<file path="src/rtl/mem_arbiter.sv">
// Round-robin arbiter sharing one single-port synchronous RAM between the fetch (I)
// and load/store (D) ports; read data returns to its owner one cycle after the grant.
module mem_arbiter #(
  parameter int ADDR_WIDTH = 32,
  parameter int DATA_WIDTH = 32,
  parameter int RAM_AW     = 12
) (
  input  logic                      clk,
  input  logic                      reset,
  input  logic                      i_req,
  input  logic [ADDR_WIDTH-1:0]     i_addr,
  output logic                      i_ack,
  output logic                      i_rvalid,
  output logic [DATA_WIDTH-1:0]     i_rdata,
  input  logic                      d_req,
  input  logic                      d_we,
  input  logic [DATA_WIDTH/8-1:0]   d_be,
  input  logic [ADDR_WIDTH-1:0]     d_addr,
  input  logic [DATA_WIDTH-1:0]     d_wdata,
  output logic                      d_ack,
  output logic                      d_rvalid,
  output logic [DATA_WIDTH-1:0]     d_rdata,
  output logic                      ram_en,
  output logic                      ram_we,
  output logic [DATA_WIDTH/8-1:0]   ram_be,
  output logic [RAM_AW-1:0]         ram_addr,
  output logic [DATA_WIDTH-1:0]     ram_wdata,
  input  logic [DATA_WIDTH-1:0]     ram_rdata
);

  // resp_owner | meaning
  // OWN_NONE   | no read data expected from the RAM this cycle
  // OWN_I      | ram_rdata this cycle belongs to the fetch port
  // OWN_D      | ram_rdata this cycle belongs to the load/store port
  typedef enum logic [1:0] {
    OWN_NONE = 2'd0,
    OWN_I    = 2'd1,
    OWN_D    = 2'd2
  } owner_e;

  owner_e                resp_owner, resp_owner_nxt;
  logic                  last_gnt_d, last_gnt_d_nxt;
  logic                  gnt_i, gnt_d;
  logic [DATA_WIDTH-1:0] i_hold, d_hold;

  // RAM is word addressed; byte offset and bits above the RAM size alias away.
  logic unused_addr_bits;
  assign unused_addr_bits = ^{i_addr[ADDR_WIDTH-1:RAM_AW+2], i_addr[1:0],
                              d_addr[ADDR_WIDTH-1:RAM_AW+2], d_addr[1:0]};

  always_ff @(posedge clk or negedge reset) begin
    if (!reset) begin
      resp_owner <= OWN_NONE;
      last_gnt_d <= 1'b0;
      i_hold     <= '0;
      d_hold     <= '0;
    end else begin
      resp_owner <= resp_owner_nxt;
      last_gnt_d <= last_gnt_d_nxt;
      if (resp_owner == OWN_I) i_hold <= ram_rdata;
      if (resp_owner == OWN_D) d_hold <= ram_rdata;
    end
  end

  always_comb begin
    gnt_i          = 1'b0;
    gnt_d          = 1'b0;
    ram_en         = 1'b0;
    ram_we         = 1'b0;
    ram_be         = '0;
    ram_addr       = '0;
    ram_wdata      = '0;
    resp_owner_nxt = OWN_NONE;
    last_gnt_d_nxt = last_gnt_d;

    // Gating on reset keeps every combinational output low while reset is held.
    if (reset) begin
      if (d_req && (!i_req || !last_gnt_d)) gnt_d = 1'b1;
      else if (i_req)                       gnt_i = 1'b1;
    end

    if (gnt_i) begin
      ram_en         = 1'b1;
      ram_be         = '1;
      ram_addr       = i_addr[RAM_AW+1:2];
      resp_owner_nxt = OWN_I;
      last_gnt_d_nxt = 1'b0;
    end else if (gnt_d) begin
      ram_en         = 1'b1;
      ram_we         = d_we;
      ram_be         = d_be;
      ram_addr       = d_addr[RAM_AW+1:2];
      ram_wdata      = d_wdata;
      resp_owner_nxt = d_we ? OWN_NONE : OWN_D;
      last_gnt_d_nxt = 1'b1;
    end
  end

  assign i_ack    = gnt_i;
  assign d_ack    = gnt_d;
  assign i_rvalid = (resp_owner == OWN_I);
  assign d_rvalid = (resp_owner == OWN_D);
  assign i_rdata  = i_rvalid ? ram_rdata : i_hold;
  assign d_rdata  = d_rvalid ? ram_rdata : d_hold;

endmodule

</file>
<file path="config.mk">
export PLATFORM = sky130hd
export DESIGN_NAME = mem_arbiter
export DESIGN_NICKNAME = d
export VERILOG_FILES = /design/src/rtl/mem_arbiter.sv
export SDC_FILE = /design/constraint.sdc
export NUM_CORES = 1
export LEC_CHECK = 0
export ABC_AREA = 1
export CORE_MARGIN = 4
export CORE_UTILIZATION = 33
export CTS_CLUSTER_DIAMETER = 30
export DETAILED_ROUTE_END_ITERATION = 16
export PLACE_DENSITY = 0.8
export REMOVE_ABC_BUFFERS = 1
export SLEW_MARGIN = 30
export SYNTH_ARGS = -nofsm -noshare
export SYNTH_HDL_FRONTEND = slang
export SYNTH_SLANG_ARGS = --single-unit
</file>
<file path="constraint.sdc">
create_clock -name clk -period 1.22 [get_ports clk]
set_input_delay 0.122 -clock clk [delete_from_list [all_inputs] [get_ports clk]]
set_output_delay 0.122 -clock clk [all_outputs]
set_load 0.01 [all_outputs]
</file>
## Word level (Yosys, flattened, before mapping)

Cells that the tools add are included.

| storage, ports and cells | value |
|---|---|
| register bits after elaboration | 67 |
| input port bits | 137 |
| logic and storage cells | 33 |

| cells by class | value |
|---|---|
| eq/ne operators | 2 |
| mux-type cells | 22 |
| reduce and logical (&&, ||, !) cells | 5 |

Operators with widths:

| operator | number |
|---|---|
| $mux 32 | 4 |
| $mux 12 | 2 |
| $mux 1 | 11 |
| $mux 4 | 2 |
| $mux 2 | 3 |
| $eq 2x1->1 const B | 1 |
| $eq 2x2->1 const B | 1 |
| $logic_not 1->1 | 2 |
| $reduce_bool 2->1 | 1 |
| $logic_and 1x1->1 | 1 |
| $logic_or 1x1->1 | 1 |

## Longest topological paths before layout

Gate-level depths: netlist of run 1.

| logic depth | value |
|---|---|
| word-level depth | 7 |
| gate-level depth with buffers | 6 |
| gate-level depth less buffers | 4 |

## Least setup slack after synthesis of run 1

Ideal clock, no wire load.

| timing | value |
|---|---|
| kind | reg-to-output |
| from | register resp_owner[0] |
| to | output port d_rdata[10] |
| data arrival time | 991 ps |
| required time | 1098 ps |
| setup slack | 107 ps |
| stages on the path, launching flop included | 6 |
| cell sequence | dfrtp_1 inv_1 nand2_1 buf_4 buf_2 o21ai_1 |

| between the ends | value |
|---|---|
| cells in the longest elaborated chain, start to end | 2 |

RTL lines:

| item | RTL line | source |
|---|---|---|
| start: declaration | 41 | `owner_e resp_owner, resp_owner_nxt;` |
| start signal: assignment | 58 | `resp_owner <= resp_owner_nxt;` |
| $eq 2x2->1 | 102 | `assign d_rvalid = (resp_owner == OWN_D);` |
| $mux 32 | 104 | `assign d_rdata = d_rvalid ? ram_rdata : d_hold;` |
| end: declaration | 22 | `output logic [DATA_WIDTH-1:0] d_rdata,` |

No other way between the ends.

## Worst setup path in the final report of run 1

| timing | value |
|---|---|
| from | register resp_owner[1] |
| to | output port i_rdata[12] |

| between the ends | value |
|---|---|
| cells in the longest elaborated chain, start to end | 2 |

RTL lines:

| item | RTL line | source |
|---|---|---|
| $eq 2x1->1 | 101 | `assign i_rvalid = (resp_owner == OWN_I);` |
| $mux 32 | 103 | `assign i_rdata = i_rvalid ? ram_rdata : i_hold;` |
| end: declaration | 14 | `output logic [DATA_WIDTH-1:0] i_rdata,` |

No other way between the ends.

==> flow_summary.toml, run 1 <==
[finish]
diodes = 0
syn2layout_area_growth_pct = 114.1
layout-drive-gt1-share_pct = 55.45
final_nets = 792
post-route-util_pct = 73.79
finalNonFillerCells = 789
fillers = 658

[setup_path]
r2r_slack_ps = -40
critPathTopFamily = "flip-flops"
cp_cell_sequence = "inv_4, nand2_8, buf_12, o21ai_2, buf_2"
worst-path-max-fanout = 18
worstPathArrival_ps = 1510
crit_cells = 5
reg2regPathDepth = 7
critPathMaxStageDelay_ps = 460
worstSetupEndpoint = "i_rdata[12]"
worst_setup_path_end_kind = "output port"
crit_path_start_kind = "flip-flop"
crit_type = "reg -> out"
worstReg2RegEnd = "d_hold[8]"
cp_data_required_time_ps = 1100
startpoint = "resp_owner[1]"
critPathBufInv = 3
crit_slowest_cell = "dfrtp_2"
rr_startpoint = "resp_owner[0]"

[detailed_routing]
drc = 0
num_vias = 3719
firstDrtPassIters = 4
drt_first_iter_violations = 146
wl_mm = 13.67
via_per_inst = 4.714
ant_nets = 0
routedWlPerCell_um = 17.32

[cts]
cts_root_buf = "clkbuf_8"
cts_buffers = 9
clk_pin_slew_worst_paths_ps = 80
clock_latency_ps = 340
cts_tree = "built"
cts.sinks = 67
clockBufferDepth = 2
h-tree-depth = 3

[yosys]
synth_area_leader_cell = "dfrtp_1"
netlist.area_leader.share_pct = 51.90
synth_area_per_cell_um2 = 8.524
synth_area_leaders = "dfrtp_1, nand2_1, o21ai_1, inv_1, nor2_2"
syn_inst = 379
synth_cell_types = 17
syn_area_mm2 = 0.003231
synth-seq-cells = 67
yosysWarnings = 0
yosysSeqAreaShare_pct = 51.90

[power_and_ir_drop]
p_leak_uw = 0.003479
power_uw = 8649
pwr-share-clk_pct = 21.7
p_seq_share_pct = 34.0
intPower_uw = 5748
swShare_pct = 33.53
cellPowerDensity_mw_per_mm2 = 1251
combPwrFrac_pct = 44.3
ir_drop_mv = 0.7548
p_switching_uw = 2900

[status]
outcome = "complete, but fails checks"
violations = "negative setup slack"

[timing]
tightest_slew_ps = 467.0
max_freq_mhz = 613.3
maxSlewViolCount = 0
fin_crit_sh_pct = 133.7
finalWorstSetupSlack_ps = -410.5
hold_viol = 0
period_minus_slack_ps = 1631
relSlewSlack_pct = 68.87
setup_viol = 124
finClkSkew_ps = 18.26
rsz0062_at_grt = "yes"

[placed_design]
gp_congestion = 0.8499
dp_cells = 754
hpwl_mm = 8.479
port_buffers = 214
post-place-ws_ps = -667.4

[min_path]
hp-class = "in -> async"

[floorplanning]
die_x_um = 106.9
dieArea_mm2 = 0.01144
rows = 35
ioPinCount = 255
coreArea_mm2 = 0.009371
fp.dieH_um = 106.9
start_util_pct = 34.47

[grt]
grt_pass1_wl_mm = 18.24
track_usage_pct = 20.02
grt_pass1_vias = 3872
antenna_found_initial = 0
grt_max_degree = 38
grt_overflow = 0

[job]
maxCapViolCount = 0
==> power by group through the flow <==
| stage | logic, µW | clock network, µW | registers (µW) |
|---|---|---|---|
| after floorplan | 1040 | 0 | 2840 |
| after global routing | 4090 | 2020 | 2980 |
| after CTS | 3070 | 1910 | 2840 |
| after global placement | 3150 | 0 | 2850 |
| final | 3830 | 1880 | 2940 |
| after detailed placement | 3210 | 0 | 2880 |
==> cell families after synthesis <==
kind of cell	count (synthesis)	share of synthesized area, %
AOI/OAI and AO/OA	64	9.915
buffers and inverters	96	14.37
DFF	67	51.90
and+or+nand+nor	152	23.82
==> worst min path at each step <==
stage                from       endpoint  slack (ps)
floorplan           reset      d_hold[0]        -170
global placement    reset  resp_owner[1]         320
detailed placement  reset  resp_owner[1]         320
CTS                 reset     d_hold[30]          20
global route        reset     i_hold[10]          40
finish              reset     d_hold[10]          30
==> per-layer routing <==
layer	vias to the layer above	part of all wire, %	global-route usage (%)
li1	1725	-	-
met2	170	57	38.31
met3	33	6.0	4.937
met4	0	3.2	7.215
met5	-	0	0
met1	1791	34	21.02
==> cell usage after synthesis <==
master	number
buf_12	2
buf_2	9
buf_4	10
buf_6	3
dfrtp_1	67
inv_1	70
inv_2	2
nand2_1	86
nand2_2	2
nand2_4	1
nand3_1	2
nand3_2	10
nand3_4	1
nand4_1	16
nor2_1	7
nor2_2	27
o21ai_1	64
==> metrics by stage <==
step           hold slack [ps]  area, µm²  setup TNS [ps]
2_1_floorplan           -173.6       3037          -89500
3_3_place_gp             319.5       5863          -50570
3_5_place_dp             321.0       5863          -52870
4_1_cts                  22.34       6083          -39220
5_1_grt                  40.79       6915          -46590
6_report                 28.73       6915          -38460
==> worst min-delay path, delay by kind of cell <==
kind                   cells  cell delay, ps
buffers and inverters      3             640
==> repair_timing <==
item | CTS | global route
endpoints found under the hold margin | 37 | 0
buffers inserted | 9 | 2
pin swaps | 10 | 12
resized for setup | 565 | 168
endpoints found under the setup margin | 118 | 136
hold buffers | 1 | 0
gates cloned | 5 | 6
==> layout make-up <==
class / count / area [µm²] / share of cell area [%]
tap: 129 / 161.4 / 2.334
clock buffer: 11 / 141.4 / 2.045
clock inverter: 5 / 61.31 / 0.8866
sequential: 67 / 1679 / 24.28
inverter: 72 / 287.8 / 4.161
timing repair buffer: 289 / 2738 / 39.59
multi-input combinational: 216 / 1847 / 26.71
==> registers in the layout, indices dropped and copies added (netlist names) <==
name,cells
resp_owner,2
d_hold,32
i_hold,32
last_gnt_d,1
==> cells in the final DEF (no fill, tap or decap), types with 3 or more instances in the layout <==
cell	count
buf_12	13
buf_2	68
buf_4	47
buf_6	56
clkbuf_16	5
clkbuf_8	10
clkdlybuf4s50_1	94
clkinv_4	3
dfrtp_1	65
inv_1	66
inv_4	5
nand2_1	44
nand2_2	26
nand2_4	17
nand3_2	11
nand4_1	16
nor2_1	3
nor2_2	17
nor2_4	14
o21ai_1	3
o21ai_2	32
o21ai_4	29
Note: power is estimated with default switching activity, not from simulation.
==> run 2, diff against run 1 <==
--- a/config.mk
+++ b/config.mk
@@ -16,3 +16,4 @@
 export SYNTH_ARGS = -nofsm -noshare
 export SYNTH_HDL_FRONTEND = slang
 export SYNTH_SLANG_ARGS = --single-unit
+export TNS_END_PERCENT = 50
==> run 2 against run 1 <==
Net effect: the flow still finishes with violations (negative setup slack); cell count fell by 0.51%; count of clock-buffer cells in the layout did not move; first-iteration DRC count fell by 2.7%; clock skew fell by 3.4 ps; sequential share of layout area rose by 0.89 points; utilization fell by 2.6 points; via count fell by 2.2%; routed wire length fell by 5.2%; design area fell by 3.5%; die area did not move; combinational power fell by 6.5%; flip-flop and latch count did not move; largest power group unchanged.
==> flow_summary.toml, run 2 (synthesis results as in run 1) <==
[placed_design]
hpwl_mm = 8.479
port_buffers = 214
post-place-ws_ps = -667.4
dp_cells = 754
gp_congestion = 0.8499

[floorplanning]
coreArea_mm2 = 0.009371
ioPinCount = 255
rows = 35
dieArea_mm2 = 0.01144
die_x_um = 106.9
fp.dieH_um = 106.9
start_util_pct = 34.47

[timing]
hold_ws_ps = 22.59
finalWorstSetupSlack_ps = -404.8
maxSlewViolCount = 0
max_freq_mhz = 615.5
relSlewSlack_pct = 68.44
fin_crit_sh_pct = 133.2
finClkSkew_ps = 14.85
rsz0062_at_grt = "yes"
tightest_slew_ps = 473.4
setup_viol = 124
hold_viol = 0
period_minus_slack_ps = 1625

[grt]
grt_pass1_vias = 3826
track_usage_pct = 19.89
grt_pass1_wl_mm = 18.08
antenna_found_initial = 0
grt_max_degree = 38
grt_overflow = 0

[cts]
cts_root_buf = "clkbuf_8"
clk_pin_slew_worst_paths_ps = 80
cts.sinks = 67
clock_latency_ps = 330
cts_buffers = 9
clockBufferDepth = 2
cts_tree = "built"
h-tree-depth = 3

[job]
maxCapViolCount = 0

[power_and_ir_drop]
ir_drop_mv = 0.7401
p_leak_uw = 0.003406
cellPowerDensity_mw_per_mm2 = 1251

[finish]
reg_top3 = "d_hold x32, i_hold x32, resp_owner x2"
diodes = 0
final_nets = 788
finalNonFillerCells = 785
syn2layout_area_growth_pct = 106.5
layout_commonest_cell = "clkdlybuf4s50_1"
layout-drive-gt1-share_pct = 51.98
layout_common_cells = "clkdlybuf4s50_1, inv_1, dfrtp_1, buf_2, nand2_1"

[setup_path]
cp_data_required_time_ps = 1100
worst-path-max-fanout = 9
crit_type = "reg -> out"
worst_setup_path_end_kind = "output port"
crit_path_start_kind = "flip-flop"
worstPathArrival_ps = 1500

[detailed_routing]
wl_met3_um = 784
num_vias = 3636
wl_mm = 12.95
routed-wl-met2_mm = 7.343
wl_met1_mm = 4.542
drt_first_iter_violations = 142
routedWlPerCell_um = 16.50
ant_nets = 0
firstDrtPassIters = 4
via_per_inst = 4.632
drc = 0
top_layer_used = "met4"

[status]
outcome = "complete, but fails checks"
violations = "negative setup slack"

[min_path]
hp-class = "in -> async"
==> run 2: changes by cell type in the layout (fill, tap and decap cells not counted), moves of 5 or more <==
cell / change
buf_6: -14
nand2_4: -12
clkbuf_2: +10
buf_2: -8
dlygate4sd2_1: +8
nand2_1: +7
nand2_2: +5
==> run 2: metal layers <==
metal,up-vias,global-route usage [%]
li1,1718,-
met1,1755,20.94
met2,145,38.13
met3,18,5.117
met4,0,6.575
met5,-,0
==> run 2: what timing repair did <==
item,CTS,global route
buffers inserted,6,2
hold buffers,1,0
cloned,4,6
endpoints found under the setup margin,118,136
resized for setup,457,196
hold endpoints to repair,37,0
pin swaps,1,6
==> run 2: power breakdown <==
part | internal (µW) | leakage (µW) | total [µW] | switching [µW]
Clock | 1010 | 0.000104 | 1860 | 848
Combinational | 1880 | 0.00248 | 3580 | 1700
Sequential | 2700 | 0.000820 | 2900 | 203
Total | 5600 | 0.00341 | 8350 | 2750
==> run 2: cell type report <==
cell class	count	area, µm²
clock buffers	11	141.4
fillers	699	2701
multi-input cells	216	1730
repair buffers	285	2621
clock inverters	5	61.31
well taps	129	161.4
flip-flops and latches	67	1679
inverters	72	275.3
==> run 2: final timing paths <==
check,startpoint,to,depth (start not counted),slack [ps]
setup reg to reg,resp_owner[0],d_hold[8],7,-50
hold / removal,reset,d_hold[30],3,20
hold reg to reg,d_hold[4],d_hold[4],2,470
setup / recovery,resp_owner[0],d_rdata[8],6,-400
min in group clk,reset,last_gnt_d,5,290
max in group asynchronous,reset,resp_owner[1],3,320
==> run 2: per-stage QoR <==
stage                     utilization, %  cell area (µm²)  setup TNS, ps  total power, µW
final                              71.17             6670         -38020             8348
after global routing               71.17             6670         -46750             8815
after CTS                          65.21             6111         -42100             7775
after detailed placement           62.56             5863         -52870             6094
after global placement             62.56             5863         -50570             6001
after floorplan                        -             3037         -89500             3875
==> run 2: worst max-delay path, stage by stage (launching register included) <==
cell and delay, ps:
dfrtp_2 460, inv_4 90, nand2_8 80, buf_12 160
buf_6 120, o21ai_4 140, buf_6 120
==> patch, RTL diff (config.mk and constraints of run 2) <==
Reset style: synchronous (`reset`), changed in one clocked block.
--- a/src/rtl/mem_arbiter.sv
+++ b/src/rtl/mem_arbiter.sv
@@ -48,7 +48,7 @@
   assign unused_addr_bits = ^{i_addr[ADDR_WIDTH-1:RAM_AW+2], i_addr[1:0],
                               d_addr[ADDR_WIDTH-1:RAM_AW+2], d_addr[1:0]};
 
-  always_ff @(posedge clk or negedge reset) begin
+  always_ff @(posedge clk) begin
     if (!reset) begin
       resp_owner <= OWN_NONE;
       last_gnt_d <= 1'b0;
Function: differs if reset is asserted again (counterexample within 4 cycles, from zero or initial values and one cycle with reset low); with reset held inactive, the same outputs for 10 cycles.
==> patch against run 2 <==
The run still ends with setup timing left; non-clock buffer count up 115; total power fell by 4.0%; count of clock-buffer cells in the layout up 2; via count is 47% higher; clock skew shrank 0.012 ns; design area up 39%; sequential share of layout area down 11 points; core utilization up 2.0 points; setup slack worse by 0.018 ns; synthesized area grew 32%; clock power increased by 32%; sequential cell count unchanged; global-route usage increased by 1.4 points; routed wire length increased by 40%; critical path type unchanged.
==> patch: results <==
group,metric,value,unit
hold_path,min_to,"resp_owner[1]$_SDFF_PP0_",
drt,route.met3.wl,1340,microns
grt,antenna_found_initial,0,
layout,nNetsFinal,1162,
drt,met1_length,6460,microns
pwr,sw_frac_of_total,30.4,%
clocking,cts_made_buffers,9,
clocking,max-clock-path-buffers,2,
grt,track_usage,21.2,%
drt,drt-pass1-iter-count,4,
layout,diodes,0,
hold_path,hold_class,"in2reg",
drt,wl_per_cell,15.1,microns
clocking,clk_pin_slew,0.05,ns
sta,setup_violations,159,
grt,grt_max_degree,30,
grt,grt_pass1_vias,5128,
worst_setup_path,r2r-end,"d_hold[11]$_SDFF_PN0_",
placed_design,portBuffers,214,
logic_synthesis,yosysUniqueCellTypes,16,
drt,vias,5334,
placed_design,place_congestion,0.868,
logic_synthesis,synth_warnings,0,
pwr,p_leak,4.80,nW
worst_setup_path,critPathSlowestCell,"dfxtp_4",
layout,largestRegisters,"d_hold (32), i_hold (32), resp_owner (2)",
pwr,p_comb_share,40.0,%
grt,grtUsageMet2,38.7,%
outcome,outcome,"finished with violations",
placed_design,post_dp_cell_area,0.00712,sq mm
sta,clock-skew-final,0.00305,ns
drt,top_layer_used,"met4",
sta,slew_headroom,75.9,%
logic_synthesis,async_flop_share,0,%
grt,grt_pass1_wl,24900,microns
layout,drive_above_1_share,61.1,%
drt,wl_met2,9700,microns
pwr,ir_worst_vdd,0.642,mV
logic_synthesis,synth.top_cells.by_area,"dfxtp_1 31%, inv_1 18%, nand2_2 14%",
grt,use_met1,22.9,%
outcome,violations,"setup timing",
worst_setup_path,crit_fanout,8,
placed_design,place_ws,-0.676,ns
worst_setup_path,reg2reg_from,"resp_owner[0]$_SDFF_PN0_",
logic_synthesis,synth_common_cells,"200 x inv_1, 97 x nand2_2, 76 x nand3_1",
worst_setup_path,crit_arrival,1.52,ns
drt,dr.first_iter.drc_count,236,
pwr,seq_power_share,29.4,%
worst_setup_path,max_stage_delay,0.35,ns
worst_setup_path,path_delay_family,"buffers and inverters",
clocking,root_buffer,"clkbuf_16",
sta,fin_ws,-0.422,ns
logic_synthesis,ys_dominant_reg_cell,"dfxtp_1",
hold_path,min_from,"d_we",
logic_synthesis,ys_seq_area_share,31.4,%
placed_design,dp_hpwl,10600,microns
worst_setup_path,r2r_slack,-0.33,ns
worst_setup_path,r2r_cells,11,
grt,grt.met3_usage,6.96,%
patch: metrics by stage:
stage	std cells	setup TNS [ns]	total power [mW]	util (%)	hold slack, ns
3_5_place_dp	1086	-76.04	4.72	56.2	0.519
5_1_grt	1201	-49.75	8.41	73.2	0.394
3_3_place_gp	1086	-74.34	4.68	56.2	0.514
2_1_floorplan	614	-77.27	3.29	-	0.194
6_report	1201	-41.24	8.01	73.2	0.384
4_1_cts	1178	-37.37	7.52	64.4	0.355
patch: what timing repair did:
action,in CTS,in global routing
gates cloned,6,5
endpoints found under the setup margin,150,168
buffers inserted,71,30
pin swaps,25,43
hold buffers,0,0
endpoints found under the hold margin,0,0
gates resized for setup,622,229
patch: final cells by class:
type | count | area, sq um
flip-flops and latches | 67 | 1350
clock inverters | 2 | 10.0
repair buffers | 400 | 3960
fillers | 896 | 3390
inverters | 203 | 786
multi-input cells | 344 | 2690
clock buffers | 13 | 270
well taps | 172 | 215
patch: how the worst max path moves through the flow:
stage / from / to / cells after the start
floorplan: resp_owner[1]$_SDFF_PP0_ / i_hold[27]$_SDFF_PN0_ / 5
global placement: d_req / ram_wdata[26] / 5
detailed placement: d_req / ram_wdata[23] / 5
CTS: resp_owner[0]$_SDFF_PN0_ / d_rdata[0] / 8
global route: last_gnt_d$_SDFFE_PP0P_ / ram_wdata[18] / 6
finish: last_gnt_d$_SDFFE_PP0P_ / ram_wdata[18] / 6
patch: cell families (layout without fill, tap and decap cells):
kind of cell | Yosys count | after routing | share of synthesized area, %
flip-flops | 67 | 67 | 31.4
AO/OA/AOI/OAI | 1 | 1 | 0.117
buffers and inverters | 240 | 618 | 25.1
AND/OR/NAND/NOR | 343 | 343 | 43.4
